==> src/rtl/program_loader.sv <==
// Framed byte-stream memory loader. It writes COUNT words starting at BASE_ADDR and checks
// an XOR checksum, then releases the CPU at the entry PC taken from the frame header.
module program_loader #(
  parameter int unsigned ADDR_W    = 11,
  parameter int unsigned DATA_W    = 32,
  parameter int unsigned BASE_ADDR = 0
) (
  input  logic              clk,
  input  logic              rst,
  input  logic [7:0]        in_data,
  input  logic              in_valid,
  output logic              in_ready,
  input  logic              load_req,
  output logic              mem_wren,
  output logic [ADDR_W-1:0] mem_addr,
  output logic [DATA_W-1:0] mem_wdata,
  output logic              cpu_run,
  output logic [ADDR_W-1:0] start_pc,
  output logic              err,
  output logic [ADDR_W:0]   words_loaded
);

  localparam int unsigned DEPTH  = 1 << ADDR_W;
  localparam int unsigned IDX_W  = 2;
  localparam int unsigned PART_W = 24;
  localparam int unsigned HDR_W  = 16;

  typedef enum logic [2:0] {
    ST_HDR,
    ST_DATA,
    ST_CHK,
    ST_DONE,
    ST_ERR
  } state_e;

  state_e              state_q, state_d;
  logic [IDX_W-1:0]    idx_q, idx_d;
  logic [HDR_W-1:0]    count_q, count_d;
  logic [7:0]          pc_lo_q, pc_lo_d;
  logic [ADDR_W-1:0]   entry_q, entry_d;
  logic [PART_W-1:0]   part_q, part_d;
  logic [7:0]          csum_q, csum_d;
  logic [ADDR_W:0]     words_q, words_d;
  logic                wren_q, wren_d;
  logic [ADDR_W-1:0]   addr_q, addr_d;
  logic [DATA_W-1:0]   wdata_q, wdata_d;
  logic                in_ready_q, in_ready_d;
  logic                cpu_run_q, cpu_run_d;
  logic [ADDR_W-1:0]   start_pc_q, start_pc_d;
  logic                err_q, err_d;

  logic                fire;
  logic [HDR_W-1:0]    hdr_pc;
  logic [ADDR_W:0]     words_inc;

  // Next-state, datapath and registered-output logic.
  always_comb begin
    state_d    = state_q;
    idx_d      = idx_q;
    count_d    = count_q;
    pc_lo_d    = pc_lo_q;
    entry_d    = entry_q;
    part_d     = part_q;
    csum_d     = csum_q;
    words_d    = words_q;
    wren_d     = 1'b0;
    addr_d     = addr_q;
    wdata_d    = wdata_q;
    fire       = in_valid && in_ready_q;
    hdr_pc     = {in_data, pc_lo_q};
    words_inc  = words_q + (ADDR_W+1)'(1);

    unique case (state_q)
      ST_HDR: begin
        if (fire) begin
          csum_d = csum_q ^ in_data;
          idx_d  = idx_q + IDX_W'(1);
          unique case (idx_q)
            2'd0: count_d[7:0]  = in_data;
            2'd1: count_d[15:8] = in_data;
            2'd2: pc_lo_d       = in_data;
            default: begin
              entry_d = ADDR_W'(hdr_pc);
              if ((32'(count_q) > DEPTH) || ((hdr_pc >> ADDR_W) != HDR_W'(0))) begin
                state_d = ST_ERR;
              end else if (count_q == HDR_W'(0)) begin
                state_d = ST_CHK;
              end else begin
                state_d = ST_DATA;
              end
            end
          endcase
        end
      end

      ST_DATA: begin
        if (fire) begin
          csum_d = csum_q ^ in_data;
          idx_d  = idx_q + IDX_W'(1);
          unique case (idx_q)
            2'd0: part_d[7:0]   = in_data;
            2'd1: part_d[15:8]  = in_data;
            2'd2: part_d[23:16] = in_data;
            default: begin
              // Address truncation gives the required modulo-depth wrap.
              wren_d  = 1'b1;
              addr_d  = ADDR_W'(BASE_ADDR + 32'(words_q));
              wdata_d = DATA_W'({in_data, part_q});
              words_d = words_inc;
              if (32'(words_inc) == 32'(count_q)) begin
                state_d = ST_CHK;
              end
            end
          endcase
        end
      end

      ST_CHK: begin
        if (fire) begin
          state_d = (in_data == csum_q) ? ST_DONE : ST_ERR;
        end
      end

      ST_DONE, ST_ERR: begin
        if (load_req) begin
          state_d = ST_HDR;
          idx_d   = '0;
          csum_d  = '0;
          words_d = '0;
        end
      end

      default: state_d = ST_HDR;
    endcase

    in_ready_d = (state_d == ST_HDR) || (state_d == ST_DATA) || (state_d == ST_CHK);
    cpu_run_d  = (state_d == ST_DONE);
    err_d      = (state_d == ST_ERR);
    start_pc_d = (state_d == ST_DONE) ? entry_q : '0;
  end

  // State and output registers with synchronous reset.
  always_ff @(posedge clk) begin
    if (rst) begin
      state_q    <= ST_HDR;
      idx_q      <= '0;
      count_q    <= '0;
      pc_lo_q    <= '0;
      entry_q    <= '0;
      part_q     <= '0;
      csum_q     <= '0;
      words_q    <= '0;
      wren_q     <= 1'b0;
      addr_q     <= ADDR_W'(BASE_ADDR);
      wdata_q    <= '0;
      in_ready_q <= 1'b0;
      cpu_run_q  <= 1'b0;
      start_pc_q <= '0;
      err_q      <= 1'b0;
    end else begin
      state_q    <= state_d;
      idx_q      <= idx_d;
      count_q    <= count_d;
      pc_lo_q    <= pc_lo_d;
      entry_q    <= entry_d;
      part_q     <= part_d;
      csum_q     <= csum_d;
      words_q    <= words_d;
      wren_q     <= wren_d;
      addr_q     <= addr_d;
      wdata_q    <= wdata_d;
      in_ready_q <= in_ready_d;
      cpu_run_q  <= cpu_run_d;
      start_pc_q <= start_pc_d;
      err_q      <= err_d;
    end
  end

  assign in_ready     = in_ready_q;
  assign mem_wren     = wren_q;
  assign mem_addr     = addr_q;
  assign mem_wdata    = wdata_q;
  assign cpu_run      = cpu_run_q;
  assign start_pc     = start_pc_q;
  assign err          = err_q;
  assign words_loaded = words_q;

endmodule
==> config.mk <==
export PLATFORM = sky130hd
export DESIGN_NAME = program_loader
export DESIGN_NICKNAME = d
export VERILOG_FILES = /design/src/rtl/program_loader.sv
export SDC_FILE = /design/constraint.sdc
export NUM_CORES = 1
export LEC_CHECK = 0
export CAP_MARGIN = 10
export CORE_MARGIN = 2
export CORE_UTILIZATION = 45
export CTS_BUF_LIST = sky130_fd_sc_hd__clkbuf_8
export CTS_CLUSTER_SIZE = 10
export DETAILED_ROUTE_END_ITERATION = 6
export PLACE_DENSITY = 0.74
export SLEW_MARGIN = 20
export SYNTH_ARGS = -nofsm -noshare
export SYNTH_HDL_FRONTEND = slang
export SYNTH_SLANG_ARGS = --single-unit
==> constraint.sdc <==
create_clock -name clk -period 2 [get_ports clk]
set_clock_uncertainty 0.05 [all_clocks]
set_input_delay 0.4 -clock clk [delete_from_list [all_inputs] [get_ports clk]]
set_output_delay 0.4 -clock clk [all_outputs]
set_load 0.02 [all_outputs]
==> metrics.txt, run 1 <==
R2R depth 7; worst min path class in -> reg; Setup WS post-layout roughly 0.053 ns; critical-path maximum fanout 4; Pre-Repair DR Iteration Count 6; Layout Nets between 700 and 800; P&R area growth vs syn 29.0%; FF+latch count, synth 142; Mapped Area roughly 0.0057 mm^2; Clock Latency Late Sink about 0.45 ns; met1 Use GR 0.266; RSZ-0062 raised after global routing false; CP bufs+invs 1; largest net degree at the start of global routing just over 40; WL/cell roughly 15 um; Required @ worst endpoint 1.55 ns; Syn Inst Count ~660; commonest non-fill, non-tap cell in the layout dfxtp_1; vias in the first global route about 4600; Max Freq 514 MHz; Core Rows 41; RePlAce Congestion between 0.9 and 1; met2 Usage GRT 0.353; Die Span Y between 100 and 150 um; max-slew violation count 0; critical path, cell by cell clkdlybuf4s50_1; Async S/R FF share, synth 0; Residual DRC 0; DIE WIDTH between 100 and 150 um; # clock sinks between 100 and 150; hold path cells 2; Switching Share 0.229; worst path arrival time 1.50 ns; Max-Cap Viols 0; CTS max path bufs 2; Peak VDD IR between 0.4 and 0.5 mV; CTS clk-pin slew, worst paths around 0.070 ns; register area between 0.002 and 0.003 mm^2; Final Non-Filler Cells about 960; post-CTS setup buffer count 0; Internal a little over 4000 uW; register area share after synthesis 0.498; initial antenna violation count 0; sequential share of power 0.545; post_cts resized 9; commonest non-fill, non-tap cells in the layout 139 x dfxtp_1, 118 x nand2_1, 80 x a21oi_1, 75 x nor2_1, 70 x clkdlybuf4s50_1; Die Area 0.0136 mm^2; # diodes 0; Core Box Area ~0.013 mm^2; Post-CTS Hold Buffers 0; Slew HR 0.681; GR peak layer met2; number of flops mapped to enable cells by yosys 0; status finished, final reports clean; crit path kind reg -> out; Root Buffer clkbuf_8; routed via count ~4900; Ys Warns 0; global route overflow 0; clock share of power 0.401; crit end category output pin; synthesized area per cell roughly 8.6 um^2; Final Util 0.589; clock buffer count from CTS 17; fin crit share 0.974; Layout fillers 1136; H-tree depth 4; GRT met3 Usage 0.0545; fin crit period approximately 2 ns; final wirelength between 10 and 15 mm; syn nets roughly 700; Synth Flop Type dfxtp_1; first-pass GRT wire length roughly 22 mm; dpl ws -0.302 ns; Final Instance Area ~0.0074 mm^2; multi-input logic area approximately 0.0027 mm^2; Top Ports between 80 and 90; Initial Util 0.456; DRT antenna net count 0; GRT Total Usage 0.212; CP delay by family, top buffers and inverters; PD cells around 700 mW/mm^2; hold slack about 0.29 ns; CP peak stage delay about 0.64 ns; Placed Cells approximately 920; Startpoint Class flip-flop; top cells by area, synth dfxtp_1 50%, mux2i_1 8.8%, nand2_1 7.8%; final hold violations 0; P_sw 1210 uW; Synth top area share 0.498; dpl hpwl between 9 and 10 mm; DRT iter0 DRCs approximately 310; Cell variety after synth 48; CTS tree yes; Yosys top cell by area dfxtp_1; # port buffers 81; placed cell area approximately 0.007 mm^2; share of cells above drive strength 1 0.120; Comb pwr share 0.054; static leakage roughly 0.0030 uW; vias per std cell approximately 5; Stages on worst setup path 1; final setup vio count 0; Critical-path top delay cell clkdlybuf4s50_1; Slew @ Worst Pin roughly 0.47 ns
synth_stat cells (all sizes together), types with 2 or more instances:
library cell,n
dfxtp,142
nand2,118
a21oi,80
nor2,76
mux2i,50
clkbuf,36
o21ai,23
xnor2,18
nand3b,13
and2,12
nand3,12
buf,10
inv,7
nor3,7
nor4,7
nand4,6
xor2,6
ha,5
nor3b,4
a31oi,3
and3,3
nor2b,3
a41oi,2
nand2b,2
o32a,2
or3,2
or4,2
registers in the layout, summed over array words and instances (netlist names):
register and cells:
entry_q 11, count_q 16, err 1, cpu_run 1, idx_q 2, part_q 24
state_q 3, mem_addr 11, csum_q 8, pc_lo_q 8, start_pc 11, mem_wdata 32
in_ready 1, words_loaded 12, mem_wren 1
cells by family (layout without fill, tap and decap cells):
logic type / after synthesis / count (layout) / share of synthesized area
flops: 142 / 142 / 0.498
compound gates: 118 / 118 / 0.112
simple gates: 272 / 272 / 0.218
mux: 50 / 50 / 0.0876
buf+inv: 53 / 172 / 0.0372
xor+xnor: 24 / 24 / 0.0368
fa+ha+maj: 5 / 5 / 0.0110
power by group through the flow:
stage | Combinational (uW) | Clock, uW | Sequential (uW)
6_report | 284 | 2120 | 2870
5_1_grt | 306 | 2280 | 2870
4_1_cts | 283 | 2170 | 2870
3_5_place_dp | 281 | 0 | 2940
3_3_place_gp | 275 | 0 | 2940
2_1_floorplan | 167 | 0 | 2930
metal layers:
metal | vias to the layer above | share of wire
met5 | - | 0
met4 | 0 | 0.018
met3 | 22 | 0.064
met2 | 158 | 0.48
met1 | 2263 | 0.44
li1 | 2454 | -
worst paths after layout:
path,start,endpoint,slack (ns)
max,words_loaded[4],words_loaded[4],0.05
min,rst,part_q[13],0.29
max reg2reg,count_q[15],state_q[0],0.08
min reg2reg,entry_q[0],entry_q[0],0.40
per-stage QoR:
| stage | setup TNS (ns) | total power [uW] |
|---|---|---|
| final | 0 | 5270 |
| after global routing | 0 | 5460 |
| after CTS | 0 | 5320 |
| after detailed placement | -21.21 | 3220 |
| after global placement | -17.07 | 3210 |
| after floorplan | 0 | 3100 |
area by class of cell:
cell class,count,area share
flip-flops and latches,142,0.386
multi-input cells,469,0.366
repair buffers,134,0.166
clock buffers,18,0.0336
well taps,172,0.0292
clock inverters,13,0.0153
inverters,7,0.00356
No activity file was read; power rests on OpenSTA's default activity.
==> run 2, diff against run 1 <==
--- a/config.mk
+++ b/config.mk
@@ -5,7 +5,7 @@
 export SDC_FILE = /design/constraint.sdc
 export NUM_CORES = 1
 export LEC_CHECK = 0
-export CAP_MARGIN = 10
+export CAP_MARGIN = 25
 export CORE_MARGIN = 2
 export CORE_UTILIZATION = 45
 export CTS_BUF_LIST = sky130_fd_sc_hd__clkbuf_8
==> results of run 2 <==
Same layout as run 1: the final DEF is identical, and so are final timing and power.
==> run 3, diff against run 2 <==
--- a/config.mk
+++ b/config.mk
@@ -7,11 +7,11 @@
 export LEC_CHECK = 0
 export CAP_MARGIN = 25
 export CORE_MARGIN = 2
-export CORE_UTILIZATION = 45
+export CORE_UTILIZATION = 50
 export CTS_BUF_LIST = sky130_fd_sc_hd__clkbuf_8
 export CTS_CLUSTER_SIZE = 10
 export DETAILED_ROUTE_END_ITERATION = 6
-export PLACE_DENSITY = 0.74
+export PLACE_DENSITY = 0.8
 export SLEW_MARGIN = 20
 export SYNTH_ARGS = -nofsm -noshare
 export SYNTH_HDL_FRONTEND = slang
==> metrics.txt, run 3 (synthesis gave the netlist of run 1 again) <==
status finished, final reports clean; worst min path class in -> reg; PD cells 735 mW/mm^2; P&R area growth vs syn 30.8%; CP bufs+invs 1; CTS tree yes; dpl hpwl roughly 9.8 mm; vias per std cell between 5 and 6; Root Buffer clkbuf_8; first-pass GRT wire length 23.4 mm; Top Ports 82; WL/cell between 15 and 20 um; total power 5490 uW; P_sw approximately 1400 uW; critical register-to-register path endpoint state_q[0]; CP peak stage delay 0.63 ns; commonest non-fill, non-tap cell in the layout dfxtp_1; Min-Delay Startpoint rst; largest net degree at the start of global routing between 50 and 60; Slew HR 0.613; Layout Nets slightly below 800; Switching Share 0.247; Internal a little over 4000 uW; Die Area 0.0123 mm^2; final hold violations 0; crit path kind reg -> out; share of cells above drive strength 1 0.140; CTS clk-pin slew, worst paths approximately 0.090 ns; # port buffers 81; crit end category output pin; fin crit share 0.967; critical-path maximum fanout 4; Required @ worst endpoint between 1.5 and 2 ns; Critical-path top delay cell clkdlybuf4s50_1; clock buffer count from CTS 17; # diodes 0; worst path arrival time between 1 and 1.5 ns; Core Box Area 0.0113 mm^2; Core Rows 39; Hold EP idx_q[0]; GRT Total Usage 0.233; Final Non-Filler Cells about 930; final wirelength between 10 and 15 mm; CTS max path bufs 2; Post-CTS Hold Buffers 0; static leakage 0.00306 uW; DRT iter0 DRCs between 200 and 250; Die Span Y 111 um; Comb pwr share 0.052; Residual DRC 0; Pre-Repair DR Iteration Count 4; commonest non-fill, non-tap cells in the layout 140 x dfxtp_1, 118 x nand2_1, 80 x a21oi_1, 74 x nor2_1, 69 x clkdlybuf4s50_1; Slew @ Worst Pin roughly 0.58 ns; DRT antenna net count 0; Startpoint Class flip-flop; max-slew violation count 0; Max Freq between 500 and 600 MHz; global route overflow 0; Max-Cap Viols 0; R2R Setup Slk around 0.12 ns; final setup vio count 0; RSZ-0062 raised after global routing true; # clock sinks about 140; sequential share of power 0.523; vias in the first global route ~4800; Critical R2R Launch words_loaded[1]; fin crit period 1.93 ns; Placed Cells about 900; R2R depth 7; initial antenna violation count 0; routed via count approximately 5000; Clock Latency Late Sink approximately 0.46 ns; hold path cells 2; clock share of power 0.425; CP delay by family, top buffers and inverters; Peak VDD IR roughly 0.39 mV; Initial Util 0.507; H-tree depth 4; critical path, cell by cell clkdlybuf4s50_1; RePlAce Congestion roughly 0.85; DIE WIDTH between 100 and 150 um; Largest register FFs 32
run 3: how the worst max path moves through the flow:
| stage | startpoint | to | slack [ns] | cells past startpoint |
|---|---|---|---|---|
| CTS | words_loaded[8] | words_loaded[8] | 0.01 | 1 |
| detailed placement | in_valid | part_q[1] | -0.30 | 8 |
| finish | words_loaded[11] | words_loaded[11] | 0.07 | 1 |
| floorplan | words_loaded[1] | state_q[0] | 0.005 | 7 |
| global route | words_loaded[1] | state_q[1] | 0.002 | 7 |
| global placement | in_valid | words_loaded[3] | -0.20 | 6 |
run 3: power by group through the flow:
| stage | Sequential, uW | Combinational (uW) | Clock (uW) |
|---|---|---|---|
| after floorplan | 2930 | 167 | 0 |
| after global routing | 2870 | 307 | 2480 |
| after global placement | 2940 | 273 | 0 |
| after detailed placement | 2940 | 281 | 0 |
| after CTS | 2870 | 282 | 2370 |
| final | 2870 | 285 | 2330 |
run 3: stage by stage:
stage                     setup WS [ns]   util  area, um^2  hold slack, ns  TNS, ns
after detailed placement         -0.300  0.623        7020           0.389   -29.93
after global routing            0.00190  0.663        7470           0.396        0
after floorplan                 0.00491      -        5720           0.380        0
after global placement           -0.202  0.623        7020           0.387   -20.39
after CTS                        0.0137  0.658        7420           0.361        0
final                            0.0650  0.663        7470           0.363        0
run 3: final cells by class:
type | instances | area, um^2
timing repair buffer | 141 | 1290
multi-input combinational | 469 | 2730
fill | 941 | 3800
sequential | 142 | 2850
clock inverter | 14 | 160
clock buffer | 18 | 248
inverter | 7 | 26.3
tap | 143 | 179
run 3: what timing repair did:
action / CTS / global route
pin swaps: 0 / 1
buffers inserted: 0 / 0
endpoints found under the setup margin: 10 / 13
gates resized for setup: 10 / 11
run 3: routing by layer:
layer,vias up,wire (um),global-route usage
met4,0,250,0.0800
met3,32,747,0.0492
met5,-,0,0
li1,2472,-,-
met2,142,7040,0.398
met1,2367,6360,0.292
